[src/rtl/vpu_cmd_issuer.sv]
// Command issuer toward vector_unit: buffers controller commands in a small FIFO
// and keeps at most one outstanding on cmd/cmd_valid/cmd_ready until cmd_done.
module vpu_cmd_issuer #(
    parameter int CMD_WIDTH = 128,
    parameter int DEPTH     = 4,
    parameter int TIMEOUT   = 1024,
    parameter int CNT_WIDTH = 16
) (
    input  logic                 clk,
    input  logic                 rst_n,
    input  logic [CMD_WIDTH-1:0] in_cmd,
    input  logic                 in_valid,
    output logic                 in_ready,
    output logic [CMD_WIDTH-1:0] cmd,
    output logic                 cmd_valid,
    input  logic                 cmd_ready,
    input  logic                 cmd_done,
    output logic                 busy,
    output logic [CNT_WIDTH-1:0] issued_count,
    output logic [CNT_WIDTH-1:0] done_count,
    output logic                 err_timeout,
    output logic                 err_spurious,
    input  logic                 clear_err
);

    localparam int AW  = $clog2(DEPTH);
    localparam int WDW = (TIMEOUT > 1) ? $clog2(TIMEOUT) : 1;
    localparam logic [WDW-1:0] WD_LAST = WDW'(TIMEOUT - 1);

    typedef enum logic [1:0] {S_IDLE, S_ISSUE, S_WAIT, S_HALT} state_t;

    logic [CMD_WIDTH-1:0] mem [DEPTH];
    logic [AW:0]          wr_ptr_q, wr_ptr_d, rd_ptr_q, rd_ptr_d;
    state_t               state_q, state_d;
    logic                 cmd_valid_q, cmd_valid_d;
    logic [CNT_WIDTH-1:0] issued_q, issued_d, done_q, done_d;
    logic [WDW-1:0]       wd_q, wd_d;
    logic                 err_to_q, err_to_d, err_sp_q, err_sp_d;
    logic                 full, empty, push, pop, timeout_hit, spurious;

    // Extra pointer MSB distinguishes full from empty when the indices match.
    assign empty = (wr_ptr_q == rd_ptr_q);
    assign full  = (wr_ptr_q[AW] != rd_ptr_q[AW]) &&
                   (wr_ptr_q[AW-1:0] == rd_ptr_q[AW-1:0]);
    assign push  = in_valid && !full;
    assign pop   = cmd_valid_q && cmd_ready;

    assign in_ready     = !full;
    assign cmd          = empty ? '0 : mem[rd_ptr_q[AW-1:0]];
    assign cmd_valid    = cmd_valid_q;
    assign busy         = (state_q != S_IDLE) || !empty;
    assign issued_count = issued_q;
    assign done_count   = done_q;
    assign err_timeout  = err_to_q;
    assign err_spurious = err_sp_q;

    always_comb begin
        state_d     = state_q;
        wr_ptr_d    = wr_ptr_q + (AW+1)'(push);
        rd_ptr_d    = rd_ptr_q + (AW+1)'(pop);
        issued_d    = issued_q + CNT_WIDTH'(pop);
        done_d      = done_q;
        wd_d        = wd_q;
        timeout_hit = 1'b0;
        spurious    = 1'b0;
        case (state_q)
            S_IDLE: begin
                spurious = cmd_done;
                if (!empty) state_d = S_ISSUE;
            end
            S_ISSUE: begin
                spurious = cmd_done;
                if (cmd_ready) begin
                    state_d = S_WAIT;
                    wd_d    = '0;
                end
            end
            S_WAIT: begin
                wd_d = wd_q + WDW'(1);
                // A done on the expiry edge completes normally.
                if (cmd_done) begin
                    done_d  = done_q + CNT_WIDTH'(1);
                    state_d = empty ? S_IDLE : S_ISSUE;
                end else if (TIMEOUT != 0 && wd_q == WD_LAST) begin
                    timeout_hit = 1'b1;
                    state_d     = S_HALT;
                end
            end
            S_HALT: begin
                spurious = cmd_done;
                if (clear_err) begin
                    state_d = S_IDLE;
                    wd_d    = '0;
                end
            end
            default: state_d = S_IDLE;
        endcase
        cmd_valid_d = (state_d == S_ISSUE);
        err_to_d    = (err_to_q && !clear_err) || timeout_hit;
        err_sp_d    = (err_sp_q && !clear_err) || spurious;
    end

    always_ff @(posedge clk or negedge rst_n) begin
        if (!rst_n) begin
            state_q     <= S_IDLE;
            wr_ptr_q    <= '0;
            rd_ptr_q    <= '0;
            cmd_valid_q <= 1'b0;
            issued_q    <= '0;
            done_q      <= '0;
            wd_q        <= '0;
            err_to_q    <= 1'b0;
            err_sp_q    <= 1'b0;
        end else begin
            state_q     <= state_d;
            wr_ptr_q    <= wr_ptr_d;
            rd_ptr_q    <= rd_ptr_d;
            cmd_valid_q <= cmd_valid_d;
            issued_q    <= issued_d;
            done_q      <= done_d;
            wd_q        <= wd_d;
            err_to_q    <= err_to_d;
            err_sp_q    <= err_sp_d;
        end
    end

    // Storage needs no reset: cmd is masked to zero while the FIFO is empty.
    always_ff @(posedge clk) begin
        if (push) mem[wr_ptr_q[AW-1:0]] <= in_cmd;
    end

endmodule

[config.mk]
export PLATFORM = sky130hd
export DESIGN_NAME = vpu_cmd_issuer
export DESIGN_NICKNAME = d
export VERILOG_FILES = /design/src/rtl/vpu_cmd_issuer.sv
export SDC_FILE = /design/constraint.sdc
export NUM_CORES = 1
export LEC_CHECK = 0
export CORE_ASPECT_RATIO = 1.1
export CORE_MARGIN = 2
export CORE_UTILIZATION = 55
export DETAILED_ROUTE_END_ITERATION = 10
export HOLD_SLACK_MARGIN = 0.02
export PLACE_DENSITY = 0.86
export SYNTH_ARGS = -nofsm -noshare
export SYNTH_HDL_FRONTEND = slang
export SYNTH_SLANG_ARGS = --single-unit
[constraint.sdc]
create_clock -name clk -period 13.9 [get_ports clk]
set_clock_uncertainty 0.15 [all_clocks]
set_input_delay 4.17 -clock clk [delete_from_list [all_inputs] [get_ports clk]]
set_output_delay 4.17 -clock clk [all_outputs]
set_load 0.02 [all_outputs]
==> impl_metrics.csv <==
group,metric,value,unit
run_status,status,"completed",
clocking,h-tree-depth,2,
floorplanning,die_height,213.8,um
global_routing,grt_pass1_vias,11690,
clocking,clk_pin_slew,60,ps
place,pre_cts_ws,5824,ps
route,drcViolationCount,0,
clocking,postCtsResizedCells,0,
route,wire_per_inst,23.43,um
critical_path,worst_setup_path_end_kind,"output port",
sta,finalWorstSetupSlack,5343,ps
sta,finalSetupTns,0,ps
flow_run,drv_cap,0,
sta,min_period,8557,ps
logic_synthesis,ys_ff_latch,565,
sta,worst_pin_slew,1030,ps
critical_path,critPathArrivalTime,4240,ps
final_layout,area_delta_synth_final,23.68,%
route,drt-initial-drc-count,683,
clocking,cts_buffers,54,
logic_synthesis,ys.flop_type,"edfxtp_1",
clocking,cts_root_buf,"clkbuf_16",
clocking,clock_path_buffers,3,
floorplanning,ios,299,
logic_synthesis,syn-cell-area,22000,sq um
place,hpwl,27250,um
logic_synthesis,synth_enable_flop_cells,512,
sta,max_slew_margin,31.36,%
logic_synthesis,synth_seq_area_share,75.91,%
logic_synthesis,syn_inst,1048,
floorplanning,core_area,39270,sq um
power_and_ir_drop,power-per-cell-area,245.9,nW/um^2
logic_synthesis,ys_warn_count,0,
final_layout,fill_cells,2367,
route,drt_wl_total,45150,um
global_routing,grt_start_max_net_pins,68,
power_and_ir_drop,power,6.691,mW
clocking,clk_latency,590,ps
logic_synthesis,synthArstFlopShare,9.381,%
clocking,cts_setup_buffers,0,
clocking,cts.sinks,565,
place,portBuffers,298,
final_layout,drive_gt1_share,17.23,%
worst_hold_path,hp-class,"reg -> reg",
final_layout,fin_nets,1518,
floorplanning,die_width,194.7,um
route,final_antenna_net_count,0,
sta,rsz0062_at_grt,"no",
critical_path,crit_type,"reg -> out",
global_routing,track_usage,21.80,%
logic_synthesis,avgSynthCellArea,20.99,sq um
power_and_ir_drop,vdd_drop_max,222.3,uV
final_layout,seqCellArea,16710,sq um
route,vias,11080,
critical_path,critical-path-max-stage-delay,820,ps
clocking,cts_tree,"yes",
global_routing,grt.overflow.total,0,
critical_path,slowest_stage,"dfrtp_4",
critical_path,cp_max_fo,36,
sta,hold_viol,0,
critical_path,critPathLaunchType,"flip-flop",
floorplanning,dieArea,41620,sq um
final_layout,multi_input_area,4898,sq um
critical_path,path_common_cell,"buf_4",
floorplanning,rows,76,
global_routing,grt_pass1_wl,67860,um
sta,period_share,61.56,%
logic_synthesis,synth.distinct_cells,47,
global_routing,antenna_found_initial,9,
route,firstDrtPassIters,5,
sta,setup_viol,0,
critical_path,crit_required,9580,ps
final_layout,final_core_util,69.29,%
place,gp_congestion,0.7871,
route,routed_via_density,5.749,
sta,drv_slew,0,
power_and_ir_drop,leakage,9.149,nW
logic_synthesis,syn_nets,1194,
critical_path,cp_cell_sequence,"buf_4 -> buf_4 -> mux4_2 -> and2_1 -> clkdlybuf4s50_1",
clocking,postCtsHoldBufs,0,
floorplanning,initial_core_util,56.02,%
sta,max_freq,116.9,MHz
==> Yosys cell counts (2+ instances only) <==
library cell	n	area (sq um)
inv_1	10	37.54
mux2_2	2	22.52
and3_1	4	25.02
dfrtp_1	53	1326
clkbuf_1	14	52.55
o21ai_0	14	70.07
o31ai_1	5	37.54
a31oi_1	3	18.77
buf_6	3	33.78
buf_2	14	70.07
nand2_1	23	86.33
a21oi_1	6	30.03
buf_12	11	220.2
xor2_1	15	131.4
xnor2_1	18	157.7
nor3_1	4	20.02
nand3_1	15	75.07
nor2_1	15	56.30
and2_1	130	813.3
edfxtp_1	512	15370
nand2b_1	2	12.51
and4_1	3	26.28
mux4_2	128	2883
a22o_1	2	17.52
ha_1	12	150.1
xnor2_2	2	32.53
or4_1	2	15.01
nand4_1	7	43.79
==> registers in the layout, summed over array words and instances (netlist names) <==
register	count
cmd_valid	1
done_count	16
err_spurious	1
err_timeout	1
issued_count	16
mem	512
rd_ptr_q	3
state_q	2
wd_q	10
wr_ptr_q	3
==> critical path, delay by kind of cell, from the launching register on <==
kind,cells,cell delay (ps)
simple gates,1,190
flops,1,820
buf+inv,3,1930
mux,1,630
==> routing by layer <==
layer / vias up / global-route usage (%) / routed length, um
li1: 4847 / - / -
met1: 5760 / 26.49 / 16870
met2: 373 / 37.19 / 23290
met3: 91 / 6.905 / 3558
met4: 8 / 7.931 / 1364
met5: - / 0 / 60
==> cells by family (layout without fill, tap and decap cells) <==
| family | count (synthesis) | after routing | synth area share (%) |
|---|---|---|---|
| buf+inv | 55 | 423 | 2.007 |
| simple gates | 215 | 215 | 5.726 |
| compound gates | 36 | 36 | 1.012 |
| flops | 565 | 565 | 75.91 |
| xor+xnor | 35 | 35 | 1.461 |
| fa+ha+maj | 12 | 12 | 0.6824 |
| other cells | 0 | 4 | 0 |
| mux | 130 | 130 | 13.20 |
==> power breakdown <==
part	leakage (nW)	internal, mW	switching, mW	total, mW
Clock	0.911	0.891	0.608	1.50
Sequential	5.39	2.27	0.136	2.41
Combinational	2.85	1.30	1.48	2.78
==> worst paths after layout <==
check | from | to | slack, ps | cells past startpoint
worst min register to register | issued_count[15] | issued_count[15] | 320 | 1
worst max-delay path | rd_ptr_q[0] | cmd[44] | 5340 | 5
worst min-delay path | issued_count[15] | issued_count[15] | 320 | 1
max in group asynchronous | rst_n | rd_ptr_q[1] | 9530 | 2
min in group asynchronous | rst_n | issued_count[15] | 3560 | 2
worst max register to register | rd_ptr_q[0] | mem[2][57] | 10220 | 5
==> per-stage QoR <==
stage          area [sq um]  hold slack [ps]  std cells
4_1_cts               27200            324.3       1923
3_3_place_gp          25370            311.0       1823
6_report              27210            319.1       1927
3_5_place_dp          25370            315.3       1823
2_1_floorplan         22010            317.2       1048
5_1_grt               27210            344.5       1927
==> layout by cell type (no fill, tap or decap), types with 3 or more instances in the layout <==
cell and count:
buf_4 15, inv_1 10, ha_1 12, clkinv_2 17
clkbuf_16 55, mux4_2 128, nor3_1 4, dfrtp_1 51
clkbuf_1 6, nand4_1 7, nor2_1 13, a21oi_1 6
and3_1 3, bufinv_16 9, o31ai_1 5, clkdlybuf4s50_1 297
nand3_1 15, and2_1 130, and4_1 3, xnor2_1 18
o21ai_0 14, a31oi_1 3, diode_2 4, nand2_1 23
clkinv_1 9, edfxtp_1 512, xor2_1 15
==> final cells by class <==
type / count / share of cell area (%)
multi-input combinational: 428 / 18.00
sequential: 565 / 61.40
antenna: 4 / 0.03678
timing repair buffer: 313 / 11.36
clock inverter: 39 / 1.595
tap: 507 / 2.331
inverter: 10 / 0.1379
clock buffer: 61 / 5.140
(Power assumes the default switching activity.)
